<file path="src/rtl/decode_pkg.sv">
// rtl/decode_pkg.sv - shared opcodes, control codes and types for the decode/control stage
package decode_pkg;

    // Major opcodes recognised by the stage
    localparam logic [6:0] OP_RTYPE  = 7'b0110011;
    localparam logic [6:0] OP_IALU   = 7'b0010011;
    localparam logic [6:0] OP_LOAD   = 7'b0000011;
    localparam logic [6:0] OP_STORE  = 7'b0100011;
    localparam logic [6:0] OP_BRANCH = 7'b1100011;
    localparam logic [6:0] OP_JAL    = 7'b1101111;
    localparam logic [6:0] OP_LUI    = 7'b0110111;

    localparam logic [6:0] F7_BASE = 7'h00;
    localparam logic [6:0] F7_ALT  = 7'h20;
    localparam logic [6:0] F7_MULDIV = 7'h01;

    // ALU operation codes; 0 means no ALU operation
    localparam logic [5:0] ALU_NONE   = 6'd0;
    localparam logic [5:0] ALU_ADD    = 6'd1;
    localparam logic [5:0] ALU_SUB    = 6'd2;
    localparam logic [5:0] ALU_SLL    = 6'd3;
    localparam logic [5:0] ALU_SLT    = 6'd4;
    localparam logic [5:0] ALU_SLTU   = 6'd5;
    localparam logic [5:0] ALU_XOR    = 6'd6;
    localparam logic [5:0] ALU_SRL    = 6'd7;
    localparam logic [5:0] ALU_SRA    = 6'd8;
    localparam logic [5:0] ALU_OR     = 6'd9;
    localparam logic [5:0] ALU_AND    = 6'd10;
    localparam logic [5:0] ALU_ADDI   = 6'd11;
    localparam logic [5:0] ALU_SLTI   = 6'd12;
    localparam logic [5:0] ALU_SLTIU  = 6'd13;
    localparam logic [5:0] ALU_XORI   = 6'd14;
    localparam logic [5:0] ALU_ORI    = 6'd15;
    localparam logic [5:0] ALU_ANDI   = 6'd16;
    localparam logic [5:0] ALU_SLLI   = 6'd17;
    localparam logic [5:0] ALU_SRLI   = 6'd18;
    localparam logic [5:0] ALU_SRAI   = 6'd19;
    localparam logic [5:0] ALU_LB     = 6'd20;
    localparam logic [5:0] ALU_LH     = 6'd21;
    localparam logic [5:0] ALU_LW     = 6'd22;
    localparam logic [5:0] ALU_LBU    = 6'd23;
    localparam logic [5:0] ALU_LHU    = 6'd24;
    localparam logic [5:0] ALU_SB     = 6'd25;
    localparam logic [5:0] ALU_SH     = 6'd26;
    localparam logic [5:0] ALU_SW     = 6'd27;
    localparam logic [5:0] ALU_BEQ    = 6'd28;
    localparam logic [5:0] ALU_BNE    = 6'd29;
    localparam logic [5:0] ALU_BLT    = 6'd30;
    localparam logic [5:0] ALU_BGE    = 6'd31;
    localparam logic [5:0] ALU_BLTU   = 6'd32;
    localparam logic [5:0] ALU_BGEU   = 6'd33;
    localparam logic [5:0] ALU_JAL    = 6'd34;
    // MUL, MULH, MULHSU, MULHU, DIV, DIVU, REM, REMU follow in funct3 order
    localparam logic [5:0] ALU_MUL    = 6'd35;

    // Branch condition codes
    localparam logic [2:0] BR_NONE = 3'd0;
    localparam logic [2:0] BR_EQ   = 3'd1;
    localparam logic [2:0] BR_NE   = 3'd2;
    localparam logic [2:0] BR_LT   = 3'd3;
    localparam logic [2:0] BR_GE   = 3'd4;
    localparam logic [2:0] BR_LTU  = 3'd5;
    localparam logic [2:0] BR_GEU  = 3'd6;

    // Memory access sizes
    localparam logic [1:0] MEM_SZ_B = 2'd0;
    localparam logic [1:0] MEM_SZ_H = 2'd1;
    localparam logic [1:0] MEM_SZ_W = 2'd2;

    // One decoded entry as held in a buffer slot
    typedef struct packed {
        logic [4:0] rd;
        logic [4:0] rs1;
        logic [4:0] rs2;
        logic [5:0] alu;
        logic       reg_write;
        logic       mem_to_reg;
        logic       mem_read;
        logic       mem_write;
        logic [1:0] mem_size;
        logic       mem_unsigned;
        logic [2:0] branch_type;
        logic       jump;
        logic       lui_control;
        logic       illegal;
    } ctrl_t;

    // Occupancy of the two-slot skid buffer
    typedef enum logic [1:0] {
        ST_EMPTY = 2'd0,
        ST_ONE   = 2'd1,
        ST_FULL  = 2'd2
    } buf_state_e;

endpackage

</file>
<file path="src/rtl/decode_ctrl_stage_if.sv">
// rtl/decode_ctrl_stage_if.sv - fetch-side and execute-side signals of the decode stage
interface decode_ctrl_stage_if #(
    parameter int XLEN  = 32,
    parameter int ALUW  = 6,
    parameter int CNT_W = 16
);
    logic              in_valid;
    logic              in_ready;
    logic [31:0]       in_instr;
    logic [XLEN-1:0]   in_pc;
    logic              out_valid;
    logic              out_ready;
    logic [XLEN-1:0]   out_pc;
    logic [4:0]        out_rd;
    logic [4:0]        out_rs1;
    logic [4:0]        out_rs2;
    logic [ALUW-1:0]   alu_control;
    logic              reg_write;
    logic              mem_to_reg;
    logic              mem_read;
    logic              mem_write;
    logic [1:0]        mem_size;
    logic              mem_unsigned;
    logic [2:0]        branch_type;
    logic              jump;
    logic              lui_control;
    logic              illegal;
    logic [CNT_W-1:0]  dec_count;
    logic [CNT_W-1:0]  ill_count;

    // Stage view
    modport slave (
        input  in_valid, in_instr, in_pc, out_ready,
        output in_ready, out_valid, out_pc, out_rd, out_rs1, out_rs2, alu_control,
               reg_write, mem_to_reg, mem_read, mem_write, mem_size, mem_unsigned,
               branch_type, jump, lui_control, illegal, dec_count, ill_count
    );

    // Fetch/execute view
    modport master (
        output in_valid, in_instr, in_pc, out_ready,
        input  in_ready, out_valid, out_pc, out_rd, out_rs1, out_rs2, alu_control,
               reg_write, mem_to_reg, mem_read, mem_write, mem_size, mem_unsigned,
               branch_type, jump, lui_control, illegal, dec_count, ill_count
    );
endinterface

</file>
<file path="src/rtl/rv_decode_comb.sv">
// rtl/rv_decode_comb.sv - combinational RV32I(+M) instruction to control bundle decoder
module rv_decode_comb
    import decode_pkg::*;
#(
    parameter int EN_M = 0
) (
    input  logic [31:0] instr_i,
    output ctrl_t       ctrl_o
);

    logic [6:0] opcode;
    logic [2:0] funct3;
    logic [6:0] funct7;
    logic       bad;
    ctrl_t      c;

    assign opcode = instr_i[6:0];
    assign funct3 = instr_i[14:12];
    assign funct7 = instr_i[31:25];

    // Decode one instruction word; every field starts at 0 so nothing is left undefined
    always_comb begin
        c           = '0;
        bad         = 1'b0;
        c.rd        = instr_i[11:7];
        c.rs1       = instr_i[19:15];
        c.rs2       = instr_i[24:20];
        case (opcode)
            OP_RTYPE: begin
                c.reg_write = 1'b1;
                if (funct7 == F7_BASE) begin
                    case (funct3)
                        3'd0:    c.alu = ALU_ADD;
                        3'd1:    c.alu = ALU_SLL;
                        3'd2:    c.alu = ALU_SLT;
                        3'd3:    c.alu = ALU_SLTU;
                        3'd4:    c.alu = ALU_XOR;
                        3'd5:    c.alu = ALU_SRL;
                        3'd6:    c.alu = ALU_OR;
                        default: c.alu = ALU_AND;
                    endcase
                end else if (funct7 == F7_ALT) begin
                    if (funct3 == 3'd0)      c.alu = ALU_SUB;
                    else if (funct3 == 3'd5) c.alu = ALU_SRA;
                    else                     bad   = 1'b1;
                end else if (funct7 == F7_MULDIV && EN_M != 0) begin
                    c.alu = ALU_MUL + {3'b000, funct3};
                end else begin
                    bad = 1'b1;
                end
            end
            OP_IALU: begin
                c.reg_write = 1'b1;
                case (funct3)
                    3'd0:    c.alu = ALU_ADDI;
                    3'd2:    c.alu = ALU_SLTI;
                    3'd3:    c.alu = ALU_SLTIU;
                    3'd4:    c.alu = ALU_XORI;
                    3'd6:    c.alu = ALU_ORI;
                    3'd7:    c.alu = ALU_ANDI;
                    3'd1: begin
                        if (funct7 == F7_BASE) c.alu = ALU_SLLI;
                        else                   bad   = 1'b1;
                    end
                    default: begin
                        if (funct7 == F7_BASE)     c.alu = ALU_SRLI;
                        else if (funct7 == F7_ALT) c.alu = ALU_SRAI;
                        else                       bad   = 1'b1;
                    end
                endcase
            end
            OP_LOAD: begin
                c.reg_write    = 1'b1;
                c.mem_read     = 1'b1;
                c.mem_to_reg   = 1'b1;
                c.mem_size     = funct3[1:0];
                c.mem_unsigned = funct3[2];
                case (funct3)
                    3'd0:    c.alu = ALU_LB;
                    3'd1:    c.alu = ALU_LH;
                    3'd2:    c.alu = ALU_LW;
                    3'd4:    c.alu = ALU_LBU;
                    3'd5:    c.alu = ALU_LHU;
                    default: bad   = 1'b1;
                endcase
            end
            OP_STORE: begin
                c.mem_write = 1'b1;
                c.mem_size  = funct3[1:0];
                case (funct3)
                    3'd0:    c.alu = ALU_SB;
                    3'd1:    c.alu = ALU_SH;
                    3'd2:    c.alu = ALU_SW;
                    default: bad   = 1'b1;
                endcase
            end
            OP_BRANCH: begin
                case (funct3)
                    3'd0: begin c.alu = ALU_BEQ;  c.branch_type = BR_EQ;  end
                    3'd1: begin c.alu = ALU_BNE;  c.branch_type = BR_NE;  end
                    3'd4: begin c.alu = ALU_BLT;  c.branch_type = BR_LT;  end
                    3'd5: begin c.alu = ALU_BGE;  c.branch_type = BR_GE;  end
                    3'd6: begin c.alu = ALU_BLTU; c.branch_type = BR_LTU; end
                    3'd7: begin c.alu = ALU_BGEU; c.branch_type = BR_GEU; end
                    default: bad = 1'b1;
                endcase
            end
            OP_JAL: begin
                c.alu       = ALU_JAL;
                c.reg_write = 1'b1;
                c.jump      = 1'b1;
            end
            OP_LUI: begin
                c.reg_write   = 1'b1;
                c.lui_control = 1'b1;
            end
            default: bad = 1'b1;
        endcase

        // Illegal entries carry only their register indices and the illegal flag
        if (bad) begin
            c.alu          = ALU_NONE;
            c.reg_write    = 1'b0;
            c.mem_to_reg   = 1'b0;
            c.mem_read     = 1'b0;
            c.mem_write    = 1'b0;
            c.mem_size     = MEM_SZ_B;
            c.mem_unsigned = 1'b0;
            c.branch_type  = BR_NONE;
            c.jump         = 1'b0;
            c.lui_control  = 1'b0;
            c.illegal      = 1'b1;
        end
    end

    assign ctrl_o = c;

endmodule

</file>
<file path="src/rtl/decode_ctrl_stage.sv">
// rtl/decode_ctrl_stage.sv - registered decode stage with 2-entry skid buffer and counters
module decode_ctrl_stage
    import decode_pkg::*;
#(
    parameter int XLEN  = 32,
    parameter int ALUW  = 6,
    parameter int EN_M  = 0,
    parameter int CNT_W = 16
) (
    input  logic                 clk,
    input  logic                 reset,
    input  logic                 flush,
    decode_ctrl_stage_if.slave   bus
);

    buf_state_e       state_q, state_d;
    ctrl_t            dec;
    ctrl_t            main_q, skid_q;
    logic [XLEN-1:0]  main_pc_q, skid_pc_q;
    logic             in_ready_q;
    logic             out_valid_q;
    logic [CNT_W-1:0] dec_count_q, ill_count_q;
    logic             accept, consume;

    rv_decode_comb #(.EN_M(EN_M)) u_decode (
        .instr_i (bus.in_instr),
        .ctrl_o  (dec)
    );

    assign accept  = bus.in_valid & in_ready_q;
    assign consume = out_valid_q & bus.out_ready;

    // Buffer occupancy for next cycle; flush always empties
    always_comb begin
        state_d = state_q;
        if (flush) begin
            state_d = ST_EMPTY;
        end else begin
            case (state_q)
                ST_EMPTY: if (accept) state_d = ST_ONE;
                ST_ONE: begin
                    if (accept && !consume)      state_d = ST_FULL;
                    else if (!accept && consume) state_d = ST_EMPTY;
                end
                ST_FULL:  if (consume) state_d = ST_ONE;
                default:  state_d = ST_EMPTY;
            endcase
        end
    end

    // Skid buffer: slot loads and registered handshake outputs
    always_ff @(posedge clk) begin
        if (reset) begin
            state_q     <= ST_EMPTY;
            main_q      <= '0;
            skid_q      <= '0;
            main_pc_q   <= '0;
            skid_pc_q   <= '0;
            in_ready_q  <= 1'b1;
            out_valid_q <= 1'b0;
        end else begin
            state_q     <= state_d;
            in_ready_q  <= (state_d != ST_FULL);
            out_valid_q <= (state_d != ST_EMPTY);
            if (!flush) begin
                case (state_q)
                    ST_EMPTY: begin
                        if (accept) begin
                            main_q    <= dec;
                            main_pc_q <= bus.in_pc;
                        end
                    end
                    ST_ONE: begin
                        // The presented entry only changes when it is consumed
                        if (accept && consume) begin
                            main_q    <= dec;
                            main_pc_q <= bus.in_pc;
                        end else if (accept) begin
                            skid_q    <= dec;
                            skid_pc_q <= bus.in_pc;
                        end
                    end
                    ST_FULL: begin
                        if (consume) begin
                            main_q    <= skid_q;
                            main_pc_q <= skid_pc_q;
                        end
                    end
                    default: ;
                endcase
            end
        end
    end

    // Saturating counters of consumed legal and illegal entries
    always_ff @(posedge clk) begin
        if (reset) begin
            dec_count_q <= '0;
            ill_count_q <= '0;
        end else if (consume) begin
            if (main_q.illegal) begin
                if (!(&ill_count_q)) ill_count_q <= ill_count_q + 1'b1;
            end else begin
                if (!(&dec_count_q)) dec_count_q <= dec_count_q + 1'b1;
            end
        end
    end

    assign bus.in_ready     = in_ready_q;
    assign bus.out_valid    = out_valid_q;
    assign bus.out_pc       = main_pc_q;
    assign bus.out_rd       = main_q.rd;
    assign bus.out_rs1      = main_q.rs1;
    assign bus.out_rs2      = main_q.rs2;
    assign bus.alu_control  = ALUW'(main_q.alu);
    assign bus.reg_write    = main_q.reg_write;
    assign bus.mem_to_reg   = main_q.mem_to_reg;
    assign bus.mem_read     = main_q.mem_read;
    assign bus.mem_write    = main_q.mem_write;
    assign bus.mem_size     = main_q.mem_size;
    assign bus.mem_unsigned = main_q.mem_unsigned;
    assign bus.branch_type  = main_q.branch_type;
    assign bus.jump         = main_q.jump;
    assign bus.lui_control  = main_q.lui_control;
    assign bus.illegal      = main_q.illegal;
    assign bus.dec_count    = dec_count_q;
    assign bus.ill_count    = ill_count_q;

endmodule

</file>
<file path="src/flat_wrapper.sv">
// flat-port wrapper written by rule: the top's interface ports become plain ports
module decode_ctrl_stage_flat import decode_pkg::*;
#(
    parameter int XLEN  = 32,
    parameter int ALUW  = 6,
    parameter int EN_M  = 0,
    parameter int CNT_W = 16
)
  (clk, reset, flush, bus_in_valid, bus_in_instr, bus_in_pc, bus_out_ready, bus_in_ready, bus_out_valid, bus_out_pc, bus_out_rd, bus_out_rs1, bus_out_rs2, bus_alu_control, bus_reg_write, bus_mem_to_reg, bus_mem_read, bus_mem_write, bus_mem_size, bus_mem_unsigned, bus_branch_type, bus_jump, bus_lui_control, bus_illegal, bus_dec_count, bus_ill_count);
  decode_ctrl_stage_if #(.XLEN(XLEN), .ALUW(ALUW), .CNT_W(CNT_W)) bus_i ();
  input  logic clk;
  input  logic reset;
  input  logic flush;
  input wire logic [$bits(bus_i.in_valid)-1:0] bus_in_valid;
  input wire logic [$bits(bus_i.in_instr)-1:0] bus_in_instr;
  input wire logic [$bits(bus_i.in_pc)-1:0] bus_in_pc;
  input wire logic [$bits(bus_i.out_ready)-1:0] bus_out_ready;
  output wire logic [$bits(bus_i.in_ready)-1:0] bus_in_ready;
  output wire logic [$bits(bus_i.out_valid)-1:0] bus_out_valid;
  output wire logic [$bits(bus_i.out_pc)-1:0] bus_out_pc;
  output wire logic [$bits(bus_i.out_rd)-1:0] bus_out_rd;
  output wire logic [$bits(bus_i.out_rs1)-1:0] bus_out_rs1;
  output wire logic [$bits(bus_i.out_rs2)-1:0] bus_out_rs2;
  output wire logic [$bits(bus_i.alu_control)-1:0] bus_alu_control;
  output wire logic [$bits(bus_i.reg_write)-1:0] bus_reg_write;
  output wire logic [$bits(bus_i.mem_to_reg)-1:0] bus_mem_to_reg;
  output wire logic [$bits(bus_i.mem_read)-1:0] bus_mem_read;
  output wire logic [$bits(bus_i.mem_write)-1:0] bus_mem_write;
  output wire logic [$bits(bus_i.mem_size)-1:0] bus_mem_size;
  output wire logic [$bits(bus_i.mem_unsigned)-1:0] bus_mem_unsigned;
  output wire logic [$bits(bus_i.branch_type)-1:0] bus_branch_type;
  output wire logic [$bits(bus_i.jump)-1:0] bus_jump;
  output wire logic [$bits(bus_i.lui_control)-1:0] bus_lui_control;
  output wire logic [$bits(bus_i.illegal)-1:0] bus_illegal;
  output wire logic [$bits(bus_i.dec_count)-1:0] bus_dec_count;
  output wire logic [$bits(bus_i.ill_count)-1:0] bus_ill_count;
  assign bus_i.in_valid = bus_in_valid;
  assign bus_i.in_instr = bus_in_instr;
  assign bus_i.in_pc = bus_in_pc;
  assign bus_i.out_ready = bus_out_ready;
  assign bus_in_ready = bus_i.in_ready;
  assign bus_out_valid = bus_i.out_valid;
  assign bus_out_pc = bus_i.out_pc;
  assign bus_out_rd = bus_i.out_rd;
  assign bus_out_rs1 = bus_i.out_rs1;
  assign bus_out_rs2 = bus_i.out_rs2;
  assign bus_alu_control = bus_i.alu_control;
  assign bus_reg_write = bus_i.reg_write;
  assign bus_mem_to_reg = bus_i.mem_to_reg;
  assign bus_mem_read = bus_i.mem_read;
  assign bus_mem_write = bus_i.mem_write;
  assign bus_mem_size = bus_i.mem_size;
  assign bus_mem_unsigned = bus_i.mem_unsigned;
  assign bus_branch_type = bus_i.branch_type;
  assign bus_jump = bus_i.jump;
  assign bus_lui_control = bus_i.lui_control;
  assign bus_illegal = bus_i.illegal;
  assign bus_dec_count = bus_i.dec_count;
  assign bus_ill_count = bus_i.ill_count;
  decode_ctrl_stage #(.XLEN(XLEN), .ALUW(ALUW), .EN_M(EN_M), .CNT_W(CNT_W)) u_core (.clk(clk), .reset(reset), .flush(flush), .bus(bus_i));
endmodule
</file>
<file path="config.mk">
export PLATFORM = sky130hd
export DESIGN_NAME = decode_ctrl_stage_flat
export DESIGN_NICKNAME = d
export VERILOG_FILES = /design/src/rtl/decode_pkg.sv /design/src/rtl/decode_ctrl_stage_if.sv /design/src/rtl/rv_decode_comb.sv /design/src/rtl/decode_ctrl_stage.sv /design/src/flat_wrapper.sv
export SDC_FILE = /design/constraint.sdc
export NUM_CORES = 1
export LEC_CHECK = 0
export BUFFER_PORTS_ARGS = -buffer_cell sky130_fd_sc_hd__buf_2
export CAP_MARGIN = 20
export CORE_MARGIN = 2
export CORE_UTILIZATION = 50
export CTS_BUF_LIST = sky130_fd_sc_hd__clkbuf_8 sky130_fd_sc_hd__clkbuf_16
export DETAILED_ROUTE_END_ITERATION = 6
export GPL_TIMING_DRIVEN = 0
export HOLD_SLACK_MARGIN = 0.1
export PLACE_DENSITY = 0.77
export SLEW_MARGIN = 30
export SYNTH_ARGS = -nofsm -noshare
export SYNTH_HDL_FRONTEND = slang
export SYNTH_HIERARCHICAL = 1
export SYNTH_SLANG_ARGS = --single-unit
</file>
<file path="constraint.sdc">
create_clock -name clk -period 5.16 [get_ports clk]
set_input_delay 0.258 -clock clk [delete_from_list [all_inputs] [get_ports clk]]
set_output_delay 0.258 -clock clk [all_outputs]
set_load 0.05 [all_outputs]
</file>
**Word-level counts from Yosys, hierarchy flattened**

Index checks and enable logic that the tools add are counted.

- Output and inout bits: 100
- Logic and storage cells: 137
- Register bits after elaboration: 168
- Input bits: 69

- $add $sub $neg: 2
- Bitwise logic cells: 7
- Reduce and logical (&&, ||, !) cells: 23
- Mux-type cells: 49
- Eq/ne operators: 21

Operator list:

| operator | count |
|---|---|
| 34-bit 2-to-1 mux | 3 |
| 34-bit case mux with 3 select lines | 1 |
| 32-bit 2-to-1 mux | 3 |
| 32-bit case mux with 3 select lines | 1 |
| 6-bit case mux with 6 select lines | 2 |
| 5-bit case mux with 7 select lines | 1 |
| 16-bit by 1-bit adder with 16-bit output (second input constant) | 2 |
| 16-bit AND reduction | 2 |
| 7-bit by 6-bit == test with 1-bit output (second input constant) | 4 |
| 4-bit case mux with 7 select lines | 1 |
| 5-bit case mux with 5 select lines | 1 |
| 19-bit 2-to-1 mux | 1 |
| 3-bit case mux with 6 select lines | 1 |
| 1-bit 2-to-1 mux | 15 |
| 5-bit 2-to-1 mux | 3 |
| 5-bit case mux with 3 select lines | 1 |
| 7-bit == test (second input constant) | 2 |
| 2-bit 2-to-1 mux | 7 |
| 3-bit == test (second input constant) | 4 |
| 4-bit 2-to-1 mux | 3 |
| 6-bit OR reduction | 2 |
| 5-bit OR reduction | 2 |
| 7-bit by 2-bit == test with 1-bit output (second input constant) | 1 |
| 7-bit by 5-bit == test with 1-bit output (second input constant) | 1 |
| 25 further kinds | 38 |

**Longest topological paths before layout**

- Depth in word-level cells: 9
- Depth in mapped cells: 8
- Gate-level depth less buffers: 7

**Modules after synthesis**

The synthesis kept the hierarchy.

Modules (own cells, without submodules):

| module | cells each | instances | seq. area each (um2) | area each (um2) |
|---|---|---|---|---|
| decode_ctrl_stage | 817 | 1 | 3363.2 | 7190.6 |
| rv_decode_comb | 138 | 1 | 0.0 | 940.9 |

**Least setup slack after synthesis**

OpenSTA, ideal clock, no wires.

- Kind: register to register
- Start: register u_core.ill_count_q[1] (netlist: u_core/bus.ill_count[1])
- End: register u_core.ill_count_q[9] (netlist: u_core/bus.ill_count[9])
- Clock period less this slack: 2.310 ns
- Library setup time: 0.115 ns
- Path slack: 2.850 ns
- Required time: 5.045 ns
- Path buffers: 1
- Stages on the path, launching flop included: 7
- Data arrival time: 2.195 ns
- Cell sequence: dfxtp_1 > ha_1 > nand3_1 > nor4_1 > buf_2 > nor4_1 > o21a_1

- Cells in the longest elaborated chain, start to end: 3
- Elaborated cells between the ends (all ways): 4
- Classes of those cells: add/sub: 1; bitwise: 1; reduce/logical: 2

Ends and longest elaborated chain:

| item | line | RTL |
|---|---|---|
| from (decl) | decode_ctrl_stage.sv:22 | `logic [CNT_W-1:0] dec_count_q, ill_count_q;` |
| from (signal assigned) | decode_ctrl_stage.sv:102 | `if (!(&ill_count_q)) ill_count_q <= ill_count_q + 1'b1;` |
| parallel branches: the longest is 3 deep, another holds 16-bit by 1-bit adder with 16-bit output | - |  |

Several ways; the timed one is not identified.
A chain may end at the register's enable or synchronous reset.

**Worst setup path after layout**

- Start: register u_core.ill_count_q[0] (netlist: u_core/bus.ill_count[0])
- End: register u_core.ill_count_q[9] (netlist: u_core/bus.ill_count[9])

The elaborated chain is that of the path after synthesis.

==> results by group <==
Status
  • Outcome: finished clean

STA
  • Final hold viol count: 0
  • Tmin final: 2.432 ns
  • Hold slack: 0.1054 ns
  • Fin. max-slew vios: 0
  • Final setup viols: 0
  • Period utilization: 47.12%
  • TNS Setup: 0 ns
  • Final Skew: 0.005965 ns
  • Least-Margin Pin Slew: 0.9267 ns
  • Max_slew headroom: 37.65%
  • Max Fclk: 411.3 MHz
  • RSZ-0062 raised after global routing: false

Synth
  • Synth top cells by count: dfxtp_1, a21oi_1, nand2_1
  • Asr flop ratio synth: 0%
  • Top post-synthesis cells by area: dfxtp_1, a21oi_1, mux2i_1
  • EDFF count, synth: 0
  • Synth warn: 6
  • Post-Synth XOR/XNOR Area: 0%
  • Post-synthesis sequential area ratio: 41.36%
  • Synth Register Bits: 168
  • Synth Flop Type: dfxtp_1
  • Cell taking the most area after synthesis: dfxtp_1
  • Count leader, synth: dfxtp_1
  • Post-synth top area share: 41.36%
  • Netlist cell types: 74
  • Simple-Gate Fraction of Synth Area: 18.30%
  • Largest family of logic cells by synthesized area: compound AO/OA/AOI/OAI gates
  • Synth Area in Compound Gates: 24.23%
  • Adder-cell share of the synthesized area: 0.3077%
  • Syn nets: 1026
  • Syn avg cell area: 8.515 um2
  • Gate count of the mapped netlist: 955
  • Mux contribution to synthesized area: 8.647%
  • Mapped Area: 8132 um2

Floorplanning
  • Core Area: 15890 um2
  • Cell Rows: 46
  • Die Span Y: 131.5 um
  • Starting density of the core: 51.19%
  • DIE WIDTH: 131.5 um
  • Die area: 17300 um2
  • I/O pin count: 169

Setup path
  • Worst r2r path cells: 6
  • Critical path, cell by cell: ha_1 -> nand3_1 -> nor4_1 -> buf_2 -> nor4_1 -> o21a_1
  • Crit path top cell by count: nor4_1
  • Crit path DAT: 2.75 ns
  • CP Capture Type: flop
  • Slowest stage delay, CP: 0.85 ns
  • CP max stage cell: nor4_1
  • Startpoint type of the worst setup path: flop
  • CP Data Required Time: 5.48 ns
  • CP Class: flop to flop
  • Crit Path Max Fanout: 10

Global route
  • Vias in the first global route: 7688
  • First-pass GRT wire length: 38720 um
  • Initial antenna violation count: 0
  • GRT overflow: 0
  • Total track usage: 27.22%
  • Largest net degree at the start of global routing: 17

Drt
  • Routed wire length: 24130 um
  • Vias: 8258
  • Drt drc: 0
  • Routed length per placed instance: 17.26 um
  • Initial DRT Pass Iterations: 6
  • Post-detailed-route via-to-cell ratio: 5.907
  • DRT antenna net count: 0
  • Initial DRC count: 627

Clocking
  • Post-CTS setup buffer count: 0
  • CTS Sinks: 168
  • Hold-fix buffers at CTS: 45
  • Clk buf depth: 2
  • CTS Buf Count: 17
  • CTS HTree Levels: 4
  • Reg clk slew, reported paths: 0.06 ns
  • Clk Tree Root Cell: clkbuf_16
  • CTS tree: yes
  • Post-cts gate resize count: 0
  • Worst skew pair latency: 0.42 ns

Power
  • Sequential power share: 43.0%
  • Switching pwr: 0.8890 mW
  • Clock power frac: 41.6%
  • P_leak: 4.303 nW
  • Int Power: 2.298 mW
  • Pwr/cell area: 311.7 nW/um2
  • Peak supply drop: 238.8 uV
  • Logic pwr share: 15.4%
  • Net Sw Frac: 27.89%

Layout
  • Post-layout nets: 1243
  • Ant diodes: 0
  • Finished Cell Area: 10230 um2
  • Most flop-heavy register: u_core/skid_q
  • Largest register FFs: 34
  • Layout cells sized above 1: 20.81%
  • Layout area overhead: 25.77%

Placement
  • Area after DPL: 9163 um2
  • Dpl hpwl: 16820 um
  • I/O Buffers: 152
  • GP Congestion: 0.9506

Min path
  • Hold Crit Depth: 3
  • Hold WC Path Type: input port to flop

Run
  • Max cap viols: 0
-- per-layer routing --
layer / vias to the layer above / track usage, % / share of wire, %
li1: 3973 / - / -
met1: 3873 / 35.43 / 43
met2: 352 / 44.47 / 47
met3: 60 / 4.668 / 6.4
met4: 0 / 11.78 / 3.5
met5: - / 0 / 0
-- cell type report --
class	instances	area [um2]
tap	216	270.3
timing repair buffer	198	1221
buffer	102	540.5
inverter	11	41.29
clock buffer	17	425.4
sequential	168	3363
clock inverter	12	178.9
multi-input combinational	674	4187
fill	1383	5658
-- per-stage QoR --
step	setup slack, ns	power (mW)	std cells	util, %
6_report	2.728	3.187	1398	64.38
3_5_place_dp	2.675	1.855	1323	57.68
2_1_floorplan	2.850	1.719	955	-
5_1_grt	2.623	3.294	1398	64.38
3_3_place_gp	2.627	1.850	1323	57.68
4_1_cts	2.796	3.198	1397	64.32
-- path summary, 6_finish.rpt --
| path | from | to | slack [ns] |
|---|---|---|---|
| setup / recovery | u_core/bus.ill_count[0] | u_core/bus.ill_count[9] | 2.73 |
| setup reg to reg | u_core/bus.ill_count[0] | u_core/bus.ill_count[9] | 2.73 |
| hold reg to reg | u_core/skid_q[23] | u_core/skid_q[23] | 0.45 |
| hold / removal | bus_in_instr[9] | u_core/skid_q[31] | 0.11 |
-- layout by cell type, fill, tap and decap left out, types with 17 or more instances in the layout --
cell and instances:
dfxtp_1 168, buf_2 166, a21oi_1 158, nand2_1 156, mux2i_1 68, a311oi_1 68, clkbuf_1 61, dlygate4sd3_1 46
o21ai_0 22, nor2_1 21, buf_4 18, clkbuf_16 17, nand3_1 17
-- logic make-up after synthesis --
| family | count (synthesis) |
|---|---|
| compound gates | 306 |
| simple gates | 296 |
| flops | 168 |
| buf+inv | 113 |
| mux | 70 |
| fa+ha+maj | 2 |
-- power by group through the flow --
stage	logic (mW)	registers (mW)	clock network (mW)
5_1_grt	0.520	1.37	1.40
4_1_cts	0.486	1.37	1.34
3_3_place_gp	0.453	1.40	0
2_1_floorplan	0.189	1.53	0
3_5_place_dp	0.458	1.40	0
6_report	0.491	1.37	1.33
-- critical path: cells and delay by family, from the launching register on --
kind	cells	cell delay, ns
flops	1	0.42
buf+inv	1	0.35
compound gates	1	0.18
fa+ha+maj	1	0.21
simple gates	3	1.15
Note: power is estimated with default switching activity, not from simulation.
